**config.mk**
```make
export PLATFORM = sky130hd
export DESIGN_NAME = voice_allocator
export DESIGN_NICKNAME = d
export VERILOG_FILES = /design/src/rtl/voice_allocator_pkg.sv /design/src/rtl/voice_allocator_age_tracker.sv /design/src/rtl/voice_allocator.sv
export SDC_FILE = /design/constraint.sdc
export NUM_CORES = 1
export LEC_CHECK = 0
export BUFFER_PORTS_ARGS = -buffer_cell sky130_fd_sc_hd__buf_2
export CAP_MARGIN = 10
export CORE_ASPECT_RATIO = 1.25
export CORE_UTILIZATION = 55
export CTS_CLUSTER_SIZE = 28
export DETAILED_ROUTE_END_ITERATION = 7
export GPL_ROUTABILITY_DRIVEN = 0
export PLACE_DENSITY_LB_ADDON = 0.08
export SYNTH_ARGS = -nofsm -noshare
export SYNTH_HDL_FRONTEND = slang
export SYNTH_SLANG_ARGS = --single-unit
```
**constraint.sdc**
```tcl
create_clock -name clk -period 5 [get_ports clk]
set_clock_uncertainty 0.15 [all_clocks]
set_input_delay 1 -clock clk [delete_from_list [all_inputs] [get_ports clk]]
set_output_delay 1 -clock clk [all_outputs]
set_load 0.005 [all_outputs]
```
**src/rtl/voice_allocator_pkg.sv**
```systemverilog
// Shared types for the polyphony dispatcher: event kind, allocator FSM state
// and the per-voice record held by voice_allocator.
package voice_allocator_pkg;

    localparam int NOTE_W_DEF = 7;
    localparam int VEL_W_DEF  = 7;

    typedef enum logic {
        NOTE_OFF = 1'b0,
        NOTE_ON  = 1'b1
    } note_en_t;

    typedef enum logic {
        IDLE  = 1'b0,
        STEAL = 1'b1
    } alloc_state_t;

    typedef struct packed {
        logic                  en;
        logic                  sustained;
        logic [NOTE_W_DEF-1:0] note;
        logic [VEL_W_DEF-1:0]  velocity;
    } voice_t;

    // A note-on carrying velocity 0 is a note-off in MIDI running-status practice.
    function automatic logic is_note_on(input note_en_t kind, input logic [VEL_W_DEF-1:0] vel);
        return (kind == NOTE_ON) && (vel != {VEL_W_DEF{1'b0}});
    endfunction

endpackage

```
**src/rtl/voice_allocator_age_tracker.sv**
```systemverilog
// LRU age tracker: one rank per voice, 0 = most recently touched.
// Touching voice v ages every voice younger than v by one and makes v youngest,
// so the ranks always remain a permutation of 0..VOICES-1.
module voice_age_tracker #(
    parameter  int VOICES = 8,
    localparam int IDX_W  = $clog2(VOICES)
) (
    input  logic                    clk,
    input  logic                    reset_n,
    input  logic                    touch_en,
    input  logic [IDX_W-1:0]        touch_idx,
    output logic [VOICES*IDX_W-1:0] rank,
    output logic [IDX_W-1:0]        oldest_idx
);

    logic [IDX_W-1:0] rank_q [VOICES];
    logic [IDX_W-1:0] rank_d [VOICES];
    logic [IDX_W-1:0] touched_rank_s;

    // Next ranks: touched voice goes to 0, voices younger than it age by one.
    always_comb begin
        touched_rank_s = rank_q[touch_idx];
        for (int i = 0; i < VOICES; i++) begin
            rank_d[i] = rank_q[i];
            if (touch_en) begin
                if (IDX_W'(i) == touch_idx) begin
                    rank_d[i] = '0;
                end else if (rank_q[i] < touched_rank_s) begin
                    rank_d[i] = rank_q[i] + IDX_W'(1);
                end else begin
                    rank_d[i] = rank_q[i];
                end
            end else begin
                rank_d[i] = rank_q[i];
            end
        end
    end

    // Rank registers; reset leaves voice i at rank i.
    always_ff @(posedge clk or negedge reset_n) begin
        if (!reset_n) begin
            for (int i = 0; i < VOICES; i++) begin
                rank_q[i] <= IDX_W'(i);
            end
        end else begin
            for (int i = 0; i < VOICES; i++) begin
                rank_q[i] <= rank_d[i];
            end
        end
    end

    // Flatten ranks and locate the voice holding the highest rank.
    always_comb begin
        rank       = '0;
        oldest_idx = '0;
        for (int i = 0; i < VOICES; i++) begin
            rank[i*IDX_W +: IDX_W] = rank_q[i];
            if (rank_q[i] == IDX_W'(VOICES - 1)) begin
                oldest_idx = IDX_W'(i);
            end else begin
                oldest_idx = oldest_idx;
            end
        end
    end

endmodule

```
**src/rtl/voice_allocator.sv**
```systemverilog
// Polyphony dispatcher: maps note on/off events onto VOICES synth pipelines
// with same-note retrigger, lowest-free-voice allocation and oldest-voice
// stealing (two cycles: gate low, then reassign).
// Optional feature macro: SUSTAIN_PEDAL_EN (adds sustain_in and pedal hold).
// Note and velocity widths follow the package record (voice_t).
module voice_allocator
    import voice_allocator_pkg::*;
#(
    parameter int VOICES = 8,
    parameter int NOTE_W = NOTE_W_DEF,
    parameter int VEL_W  = VEL_W_DEF,
    parameter int CNT_W  = 16
) (
    input  logic                     clk,
    input  logic                     reset_n,
    input  logic                     ev_valid,
    output logic                     ev_ready,
    input  note_en_t                 ev_kind,
    input  logic [NOTE_W-1:0]        ev_note,
    input  logic [VEL_W-1:0]         ev_velocity,
`ifdef SUSTAIN_PEDAL_EN
    input  logic                     sustain_in,
`endif
    output logic [VOICES-1:0]        voice_en,
    output logic [VOICES*NOTE_W-1:0] voice_note,
    output logic [VOICES*VEL_W-1:0]  voice_velocity,
    output logic [VOICES-1:0]        voice_retrig,
    output logic [CNT_W-1:0]         steal_count
);

    localparam int IDX_W = $clog2(VOICES);

    alloc_state_t         state_q, state_d;
    voice_t               voices_q [VOICES];
    voice_t               voices_d [VOICES];
    logic [NOTE_W-1:0]    pend_note_q, pend_note_d;
    logic [VEL_W-1:0]     pend_vel_q, pend_vel_d;
    logic [IDX_W-1:0]     steal_idx_q, steal_idx_d;
    logic [VOICES-1:0]    retrig_q, retrig_d;
    logic [CNT_W-1:0]     steal_count_q, steal_count_d;
`ifdef SUSTAIN_PEDAL_EN
    logic                 sus_prev_q, sus_prev_d;
    logic                 pedal_release_s;
`endif

    logic                 accept_s;
    logic                 is_on_s;
    logic                 match_hit_s;
    logic [IDX_W-1:0]     match_idx_s;
    logic                 free_hit_s;
    logic [IDX_W-1:0]     free_idx_s;
    logic                 touch_en_s;
    logic [IDX_W-1:0]     touch_idx_s;
    logic [IDX_W-1:0]     oldest_idx_s;
    logic [VOICES*IDX_W-1:0] rank_s;

    voice_age_tracker #(
        .VOICES (VOICES)
    ) u_age (
        .clk        (clk),
        .reset_n    (reset_n),
        .touch_en   (touch_en_s),
        .touch_idx  (touch_idx_s),
        .rank       (rank_s),
        .oldest_idx (oldest_idx_s)
    );

    assign ev_ready = (state_q == IDLE);
    assign accept_s = ev_valid && ev_ready;
    assign is_on_s  = is_note_on(ev_kind, ev_velocity);

    // Lookup of the lowest-index voice holding ev_note and the lowest-index free voice.
    always_comb begin
        match_hit_s = 1'b0;
        match_idx_s = '0;
        free_hit_s  = 1'b0;
        free_idx_s  = '0;
        for (int i = VOICES - 1; i >= 0; i--) begin
            if (voices_q[i].en && (voices_q[i].note == ev_note)) begin
                match_hit_s = 1'b1;
                match_idx_s = IDX_W'(i);
            end else begin
                match_hit_s = match_hit_s;
                match_idx_s = match_idx_s;
            end
            if (!voices_q[i].en) begin
                free_hit_s = 1'b1;
                free_idx_s = IDX_W'(i);
            end else begin
                free_hit_s = free_hit_s;
                free_idx_s = free_idx_s;
            end
        end
    end

    // Next-state: pedal release first, then the event or steal completion overrides its voice.
    always_comb begin
        state_d       = state_q;
        pend_note_d   = pend_note_q;
        pend_vel_d    = pend_vel_q;
        steal_idx_d   = steal_idx_q;
        steal_count_d = steal_count_q;
        retrig_d      = '0;
        touch_en_s    = 1'b0;
        touch_idx_s   = '0;
        for (int i = 0; i < VOICES; i++) begin
            voices_d[i] = voices_q[i];
        end

`ifdef SUSTAIN_PEDAL_EN
        sus_prev_d      = sustain_in;
        pedal_release_s = sus_prev_q && !sustain_in;
        for (int i = 0; i < VOICES; i++) begin
            if (pedal_release_s && voices_q[i].sustained) begin
                voices_d[i] = '0;
            end else begin
                voices_d[i] = voices_d[i];
            end
        end
`endif

        case (state_q)
            IDLE: begin
                if (accept_s) begin
                    if (is_on_s) begin
                        if (match_hit_s) begin
                            voices_d[match_idx_s] = '{en: 1'b1, sustained: 1'b0,
                                                      note: ev_note, velocity: ev_velocity};
                            retrig_d[match_idx_s] = 1'b1;
                            touch_en_s            = 1'b1;
                            touch_idx_s           = match_idx_s;
                        end else if (free_hit_s) begin
                            voices_d[free_idx_s] = '{en: 1'b1, sustained: 1'b0,
                                                     note: ev_note, velocity: ev_velocity};
                            retrig_d[free_idx_s] = 1'b1;
                            touch_en_s           = 1'b1;
                            touch_idx_s          = free_idx_s;
                        end else begin
                            // Gate the victim low for one cycle so its envelope releases.
                            voices_d[oldest_idx_s].en        = 1'b0;
                            voices_d[oldest_idx_s].sustained = 1'b0;
                            steal_idx_d = oldest_idx_s;
                            pend_note_d = ev_note;
                            pend_vel_d  = ev_velocity;
                            state_d     = STEAL;
                        end
                    end else begin
                        if (match_hit_s) begin
`ifdef SUSTAIN_PEDAL_EN
                            if (sustain_in) begin
                                voices_d[match_idx_s].en        = 1'b1;
                                voices_d[match_idx_s].sustained = 1'b1;
                            end else begin
                                voices_d[match_idx_s] = '0;
                            end
`else
                            voices_d[match_idx_s] = '0;
`endif
                        end else begin
                            state_d = IDLE;
                        end
                    end
                end else begin
                    state_d = IDLE;
                end
            end
            STEAL: begin
                voices_d[steal_idx_q] = '{en: 1'b1, sustained: 1'b0,
                                          note: pend_note_q, velocity: pend_vel_q};
                retrig_d[steal_idx_q] = 1'b1;
                touch_en_s            = 1'b1;
                touch_idx_s           = steal_idx_q;
                if (steal_count_q != {CNT_W{1'b1}}) begin
                    steal_count_d = steal_count_q + CNT_W'(1);
                end else begin
                    steal_count_d = steal_count_q;
                end
                state_d = IDLE;
            end
            default: begin
                state_d = IDLE;
            end
        endcase
    end

    // State, voice table, pending steal and output pulse registers.
    always_ff @(posedge clk or negedge reset_n) begin
        if (!reset_n) begin
            state_q       <= IDLE;
            pend_note_q   <= '0;
            pend_vel_q    <= '0;
            steal_idx_q   <= '0;
            retrig_q      <= '0;
            steal_count_q <= '0;
            for (int i = 0; i < VOICES; i++) begin
                voices_q[i] <= '0;
            end
`ifdef SUSTAIN_PEDAL_EN
            sus_prev_q    <= 1'b0;
`endif
        end else begin
            state_q       <= state_d;
            pend_note_q   <= pend_note_d;
            pend_vel_q    <= pend_vel_d;
            steal_idx_q   <= steal_idx_d;
            retrig_q      <= retrig_d;
            steal_count_q <= steal_count_d;
            for (int i = 0; i < VOICES; i++) begin
                voices_q[i] <= voices_d[i];
            end
`ifdef SUSTAIN_PEDAL_EN
            sus_prev_q    <= sus_prev_d;
`endif
        end
    end

    // Flatten the registered voice table onto the output buses.
    always_comb begin
        voice_en       = '0;
        voice_note     = '0;
        voice_velocity = '0;
        for (int i = 0; i < VOICES; i++) begin
            voice_en[i]                      = voices_q[i].en;
            voice_note[i*NOTE_W +: NOTE_W]   = voices_q[i].note;
            voice_velocity[i*VEL_W +: VEL_W] = voices_q[i].velocity;
        end
    end

    assign voice_retrig = retrig_q;
    assign steal_count  = steal_count_q;

endmodule

```
==> flow_summary.yaml, run 1 <==
power:
  seqPwrFrac_pct: 41.2
  internal_power_uw: 3658
  switching_power_uw: 2437
  ir_drop_uv: 309.2
  p_leak_uw: 0.006231
  combPwrFrac_pct: 35.6
  finalPower_uw: 6095
  swShare_pct: 39.98
  clkPwrFrac_pct: 23.2
  p_per_area_mw_per_mm2: 448.2
floorplan:
  core_mm2: 0.02082
  floorplan.initialDensity_pct: 56.25
  core.rowCount: 59
  ioPinCount: 163
  fp.dieW_um: 132.5
  chipHeight_um: 165.1
  die-area_mm2: 0.02188
global_route:
  grt-ovfl-total: 0
  grt_pass1_vias: 10785
  track_usage_pct: 36.59
  grt_max_degree: 116
  grt_pass1_wl_um: 61020
  antenna_found_initial: 0
outcome:
  status: "finished clean"
sta:
  finalMaxSlewViolations: 0
  fin_tns_setup_ps: 0
  hold_viol: 0
  fmax_ghz: 0.2154
  setup_violations: 0
  slew_headroom_pct: 20.77
  min_period_ps: 4643
  tightest_slew_ps: 1184
  grt_setup_unrepaired: "no"
  finalCritPeriodShare_pct: 92.86
synth:
  muxShareOfSynthArea_pct: 3.750
  synth_edf_count: 0
  ys_top_cells_by_area: "dfrtp_1 (37%), a22oi_1 (7.2%), a21oi_1 (5.7%), nor2_1 (5.4%), nand2_1 (3.8%)"
  synthArstFlopShare_pct: 100.0
  synth_warnings: 0
  ys_ff_latch: 186
  syn_area_mm2: 0.01171
  synth_compound_area_share_pct: 27.21
  yosysTopAreaCell: "dfrtp_1"
  yosys.area.top_type_share_pct: 37.18
  synthAdderAreaFrac_pct: 2.564
  synthCells: 1331
  syn_area_per_cell_um2: 8.798
  yosys.area_share.simple_pct: 15.80
  ys_types: 82
  syn_nets: 1373
  synth_top_flop_cell: "dfrtp_1"
  synth.yosys.seq_area_share_pct: 39.88
  synth_top_family_by_area: "compound AO/OA/AOI/OAI gates"
  synth_xor_area_share_pct: 5.310
worst_setup_path:
  cp_max_fo: 15
  crit_slowest_cell: "a2111oi_0"
  path_class: "in2reg"
  path_cells: "buf_2, xor2_1, nor4_2, and4_2, nor4_1, a221oi_2, or2_1, nand2_1, o21ai_0, mux2i_1, mux2i_1, buf_4, ha_1, or2_2, a2111oi_0, o32ai_1, a32o_1"
  critical_path_required_ps: 5180
  reg2reg_setup_slack_ps: 700
  worstSetupEndpointType: "flip-flop"
  crit_path_start_kind: "input port"
  crit_top_cell: "mux2i_1"
  slowest_delay_ps: 490
  arrival_ps: 4820
cts:
  clkSinkCount: 186
  cts_buffers: 17
  h-tree-depth: 4
  ctsRootBufferMaster: "clkbuf_16"
  holdBufCountCts: 0
  worstSkewPairLatency_ps: 450
  cts_tree: "built"
  cts_buffer_depth: 2
  cts_setup_buffers: 0
  cts_resized: 0
  clk_pin_slew_ps: 80
drt:
  initialDrtViolationCount: 1117
  drt_wl_total_um: 39740
  vias: 11461
  vias_per_cell: 6.468
  wl_per_cell_um: 22.43
  firstDrtPassIters: 7
  antenna_left: 0
  drc: 0
finish:
  area_growth_pct: 16.14
  fill_cells: 1824
  multi_input_area_mm2: 0.006411
  drive_gt1_share_pct: 23.50
  layout.area.seq_mm2: 0.004673
  nNetsFinal: 1527
  diodes: 0
place:
  hpwl_um: 27970
  placement.io_buffers: 162
worst_hold_path:
  hold_path.class: "reg2reg"
flow_run:
  cap_violations: 0
==> stage by stage <==
stage	hold WS [ps]	setup slack, ps	instances	instance area (µm²)	util, %
floorplan	327.4	283.1	1331	11710	-
global placement	316.6	121.1	1740	12970	62.33
detailed placement	320.5	7.979	1740	12970	62.33
CTS	336.5	403.1	1772	13600	65.33
global route	342.9	102.8	1772	13600	65.33
finish	330.9	356.8	1772	13600	65.33
==> cell families after synthesis <==
group	after synthesis
AO/OA/AOI/OAI	476
AND/OR/NAND/NOR	405
flip-flops	186
buffers and inverters	129
XOR/XNOR	71
multiplexers	40
adder cells (fa/ha/maj)	24
==> cells in the final DEF (no fill, tap or decap), drive strengths merged, types with 7 or more instances in the layout <==
cell	count
and2	8
a22o	23
a21o	9
mux2i	9
nand3	19
nor2	169
nor4	10
o21ai	92
and3	13
xnor2	41
ha	24
a21oi	133
o211ai	17
buf	243
o21a	16
nand4	15
dfstp	12
clkinv	8
dfrtp	174
mux2	31
inv	26
nand2	121
a22oi	112
xor2	30
clkbuf	18
nor2b	7
nor3	13
or2	8
==> critical path, delay by kind of cell <==
family          cells  cell delay [ps]
compound gates      5             1150
xor+xnor            1              230
fa+ha+maj           1              190
buf+inv             2              510
mux                 2              270
simple gates        6             1470
==> cell usage after synthesis (7+ instances only) <==
master and instances:
dfstp_2 12, or2_2 7, a21o_1 9, nor2b_1 7, nand4_1 15, a21oi_1 133, xor2_1 30, o21a_1 16
buf_6 7, nand3_1 18, nor2_1 169, ha_1 24, clkbuf_1 63, buf_1 13, mux2_2 30, inv_1 20
a22oi_1 112, xnor2_1 41, buf_4 12, o211ai_1 17, nand2_1 120, and3_1 13, dfrtp_1 174, a22o_1 23
mux2i_1 9, o21ai_0 90, buf_2 10, nor3_1 13
==> worst paths after layout <==
kind                                  from              end  cells after the start
max                             ev_note[6]    u_age.rank[4]                     17
min                        steal_count[12]  steal_count[12]                      1
max reg2reg                 voice_note[26]    u_age.rank[4]                     15
min reg2reg                steal_count[12]  steal_count[12]                      1
max in group asynchronous          reset_n  steal_count[15]                      2
min in group asynchronous          reset_n  voice_retrig[3]                      1
==> layout make-up <==
type                       count  area share [%]
clock buffer                  17           3.128
clock inverter                15           1.472
inverter                      20          0.5520
multi-input combinational   1016           47.14
sequential                   186           34.36
tap                          274           2.521
timing repair buffer         244           10.83
==> routing by layer <==
layer | vias to the layer above | part of all wire, % | track usage [%]
li1 | 5162 | - | -
met1 | 5516 | 39 | 46.52
met2 | 654 | 47 | 59.35
met3 | 129 | 9.5 | 7.784
met4 | 0 | 4.8 | 18.29
met5 | - | 0 | 0
==> sequential cells by signal, summed over array words and instances, names as in the netlist <==
name / count
pend_note_q: 7
pend_vel_q: 7
state_q: 1
steal_count: 16
steal_idx_q: 3
u_age.rank: 24
voice_en: 8
voice_note: 56
voice_retrig: 8
voice_velocity: 56
==> power groups by stage <==
stage,logic (µW),clock network [µW],registers [µW]
4_1_cts,2160,1430,2490
5_1_grt,2440,1490,2550
6_report,2170,1410,2510
2_1_floorplan,1390,0,2360
3_3_place_gp,2090,0,2520
3_5_place_dp,2150,0,2520
Note: power is estimated with default switching activity, not from simulation.
==> run 2, diff against run 1 <==
--- a/config.mk
+++ b/config.mk
@@ -5,12 +5,14 @@
 export SDC_FILE = /design/constraint.sdc
 export NUM_CORES = 1
 export LEC_CHECK = 0
-export BUFFER_PORTS_ARGS = -buffer_cell sky130_fd_sc_hd__buf_2
 export CAP_MARGIN = 10
+export CELL_PAD_IN_SITES_DETAIL_PLACEMENT = 1
+export CELL_PAD_IN_SITES_GLOBAL_PLACEMENT = 2
 export CORE_ASPECT_RATIO = 1.25
-export CORE_UTILIZATION = 55
+export CORE_UTILIZATION = 39
 export CTS_CLUSTER_SIZE = 28
 export DETAILED_ROUTE_END_ITERATION = 7
+export DONT_BUFFER_PORTS = 1
 export GPL_ROUTABILITY_DRIVEN = 0
 export PLACE_DENSITY_LB_ADDON = 0.08
 export SYNTH_ARGS = -nofsm -noshare
==> flow_summary.yaml, run 2 (same netlist as run 1, synthesis figures left out) <==
floorplan:
  floorplan.initialDensity_pct: 39.79
  chipHeight_um: 195.7
  ioPinCount: 163
  core.rowCount: 70
  core_mm2: 0.02943
  fp.dieW_um: 157.0
  die-area_mm2: 0.03073
drt:
  initialDrtViolationCount: 634
  firstDrtPassIters: 5
  vias_per_cell: 6.251
  drt_wl_total_um: 46030
  drc: 0
  wl_per_cell_um: 26.76
  vias: 10751
  antenna_left: 0
power:
  ir_drop_uv: 203.0
  internal_power_uw: 3512
  p_leak_uw: 0.005417
  finalPower_uw: 5848
  swShare_pct: 39.96
  p_per_area_mw_per_mm2: 456.1
  clkPwrFrac_pct: 24.8
  combPwrFrac_pct: 30.6
  switching_power_uw: 2337
  seqPwrFrac_pct: 44.7
cts:
  cts_tree: "built"
  h-tree-depth: 4
  clkSinkCount: 186
  cts_resized: 0
  holdBufCountCts: 0
  clk_pin_slew_ps: 80
  cts_setup_buffers: 0
  cts_buffers: 17
  worstSkewPairLatency_ps: 460
  ctsRootBufferMaster: "clkbuf_16"
  cts_buffer_depth: 2
global_route:
  grt-ovfl-total: 0
  grt_pass1_wl_um: 69690
  grt_pass1_vias: 11160
  grt_max_degree: 187
  antenna_found_initial: 0
  track_usage_pct: 30.66
worst_setup_path:
  worstSetupEndpointType: "flip-flop"
  path_class: "in2reg"
  critical_path_required_ps: 5200
  arrival_ps: 4790
  cp_max_fo: 17
  crit_path_start_kind: "input port"
sta:
  holdWs_ps: 82.54
  finalCritPeriodShare_pct: 91.74
  hold_viol: 0
  min_period_ps: 4587
  finalMaxSlewViolations: 0
  slew_headroom_pct: 20.12
  fmax_ghz: 0.2180
  setup_violations: 0
  tightest_slew_ps: 1192
  grt_setup_unrepaired: "no"
finish:
  diodes: 0
  layout_common_cells: "dfrtp_1 (173), nor2_1 (169), a21oi_1 (132), nand2_1 (120), a22oi_1 (112)"
  drive_gt1_share_pct: 13.75
  nNetsFinal: 1353
  final_common_cell: "dfrtp_1"
  area_growth_pct: 9.488
  utilization_pct: 43.57
  final_area_mm2: 0.01282
  fill_cells: 3440
place:
  placement.io_buffers: 0
  dpl_cell_area_mm2: 0.01219
  hpwl_um: 31660
worst_hold_path:
  hold_path.class: "in2async"
flow_run:
  cap_violations: 0
outcome:
  status: "finished clean"
==> run 2: cell types whose count changed in the layout (fill, tap and decap cells not counted), sizes merged <==
cell	before	now
clkinvlp	1	0
clkinv	8	6
inv	26	27
bufinv	0	1
buf	243	70
==> run 2: metrics by stage <==
step	cells	setup slack [ps]	setup TNS, ps
2_1_floorplan	1331	283.1	0
3_3_place_gp	1687	208.1	0
3_5_place_dp	1687	-31.56	-31.56
4_1_cts	1719	437.3	0
5_1_grt	1720	31.38	0
6_report	1720	413.0	0
==> run 2: routing by layer <==
metal	up-vias	share of wire (%)	global-route usage [%]
li1	4812	-	-
met5	-	0	0
met3	77	4.5	5.567
met4	0	3.1	12.06
met1	5614	42	37.22
met2	248	50	53.22
==> run 2: layout make-up <==
class / count / area [µm²] / area share (%)
repair buffers: 70 / 529.3 / 4.128
clock buffers: 18 / 439.2 / 3.425
well taps: 396 / 495.5 / 3.865
flip-flops and latches: 186 / 4673 / 36.45
clock inverters: 14 / 181.4 / 1.415
inverters: 20 / 75.07 / 0.5855
multi-input cells: 1016 / 6427 / 50.13
==> run 2: final timing paths <==
check / from / end / slack (ps) / cells after the start
min in group clk: steal_count[4] / steal_count[4] / 360 / 1
min reg2reg: steal_count[4] / steal_count[4] / 360 / 1
min: reset_n / voice_velocity[5] / 80 / 0
max reg2reg: voice_note[23] / u_age.rank[4] / 450 / 15
max in group asynchronous: reset_n / steal_count[15] / 4260 / 0
max: ev_note[2] / u_age.rank[4] / 410 / 15
==> run 2: critical path: stages <==
cell and delay, ps:
xor2_1 140, nor4_1 400, and4_1 350, nor4_1 90
a221oi_2 460, or2_1 310, o21ai_0 120, mux2i_1 130
mux2i_1 140, buf_4 180, ha_1 210, or2_2 300
a2111oi_0 540, o32ai_1 170, a32o_1 230
==> run 2: power groups by stage <==
| stage | combinational [µW] | sequential, µW | clock (µW) |
|---|---|---|---|
| 6_report | 1790 | 2610 | 1450 |
| 5_1_grt | 2020 | 2670 | 1530 |
| 4_1_cts | 1800 | 2620 | 1480 |
| 3_5_place_dp | 1790 | 2650 | 0 |
| 3_3_place_gp | 1730 | 2640 | 0 |
| 2_1_floorplan | 1390 | 2360 | 0 |
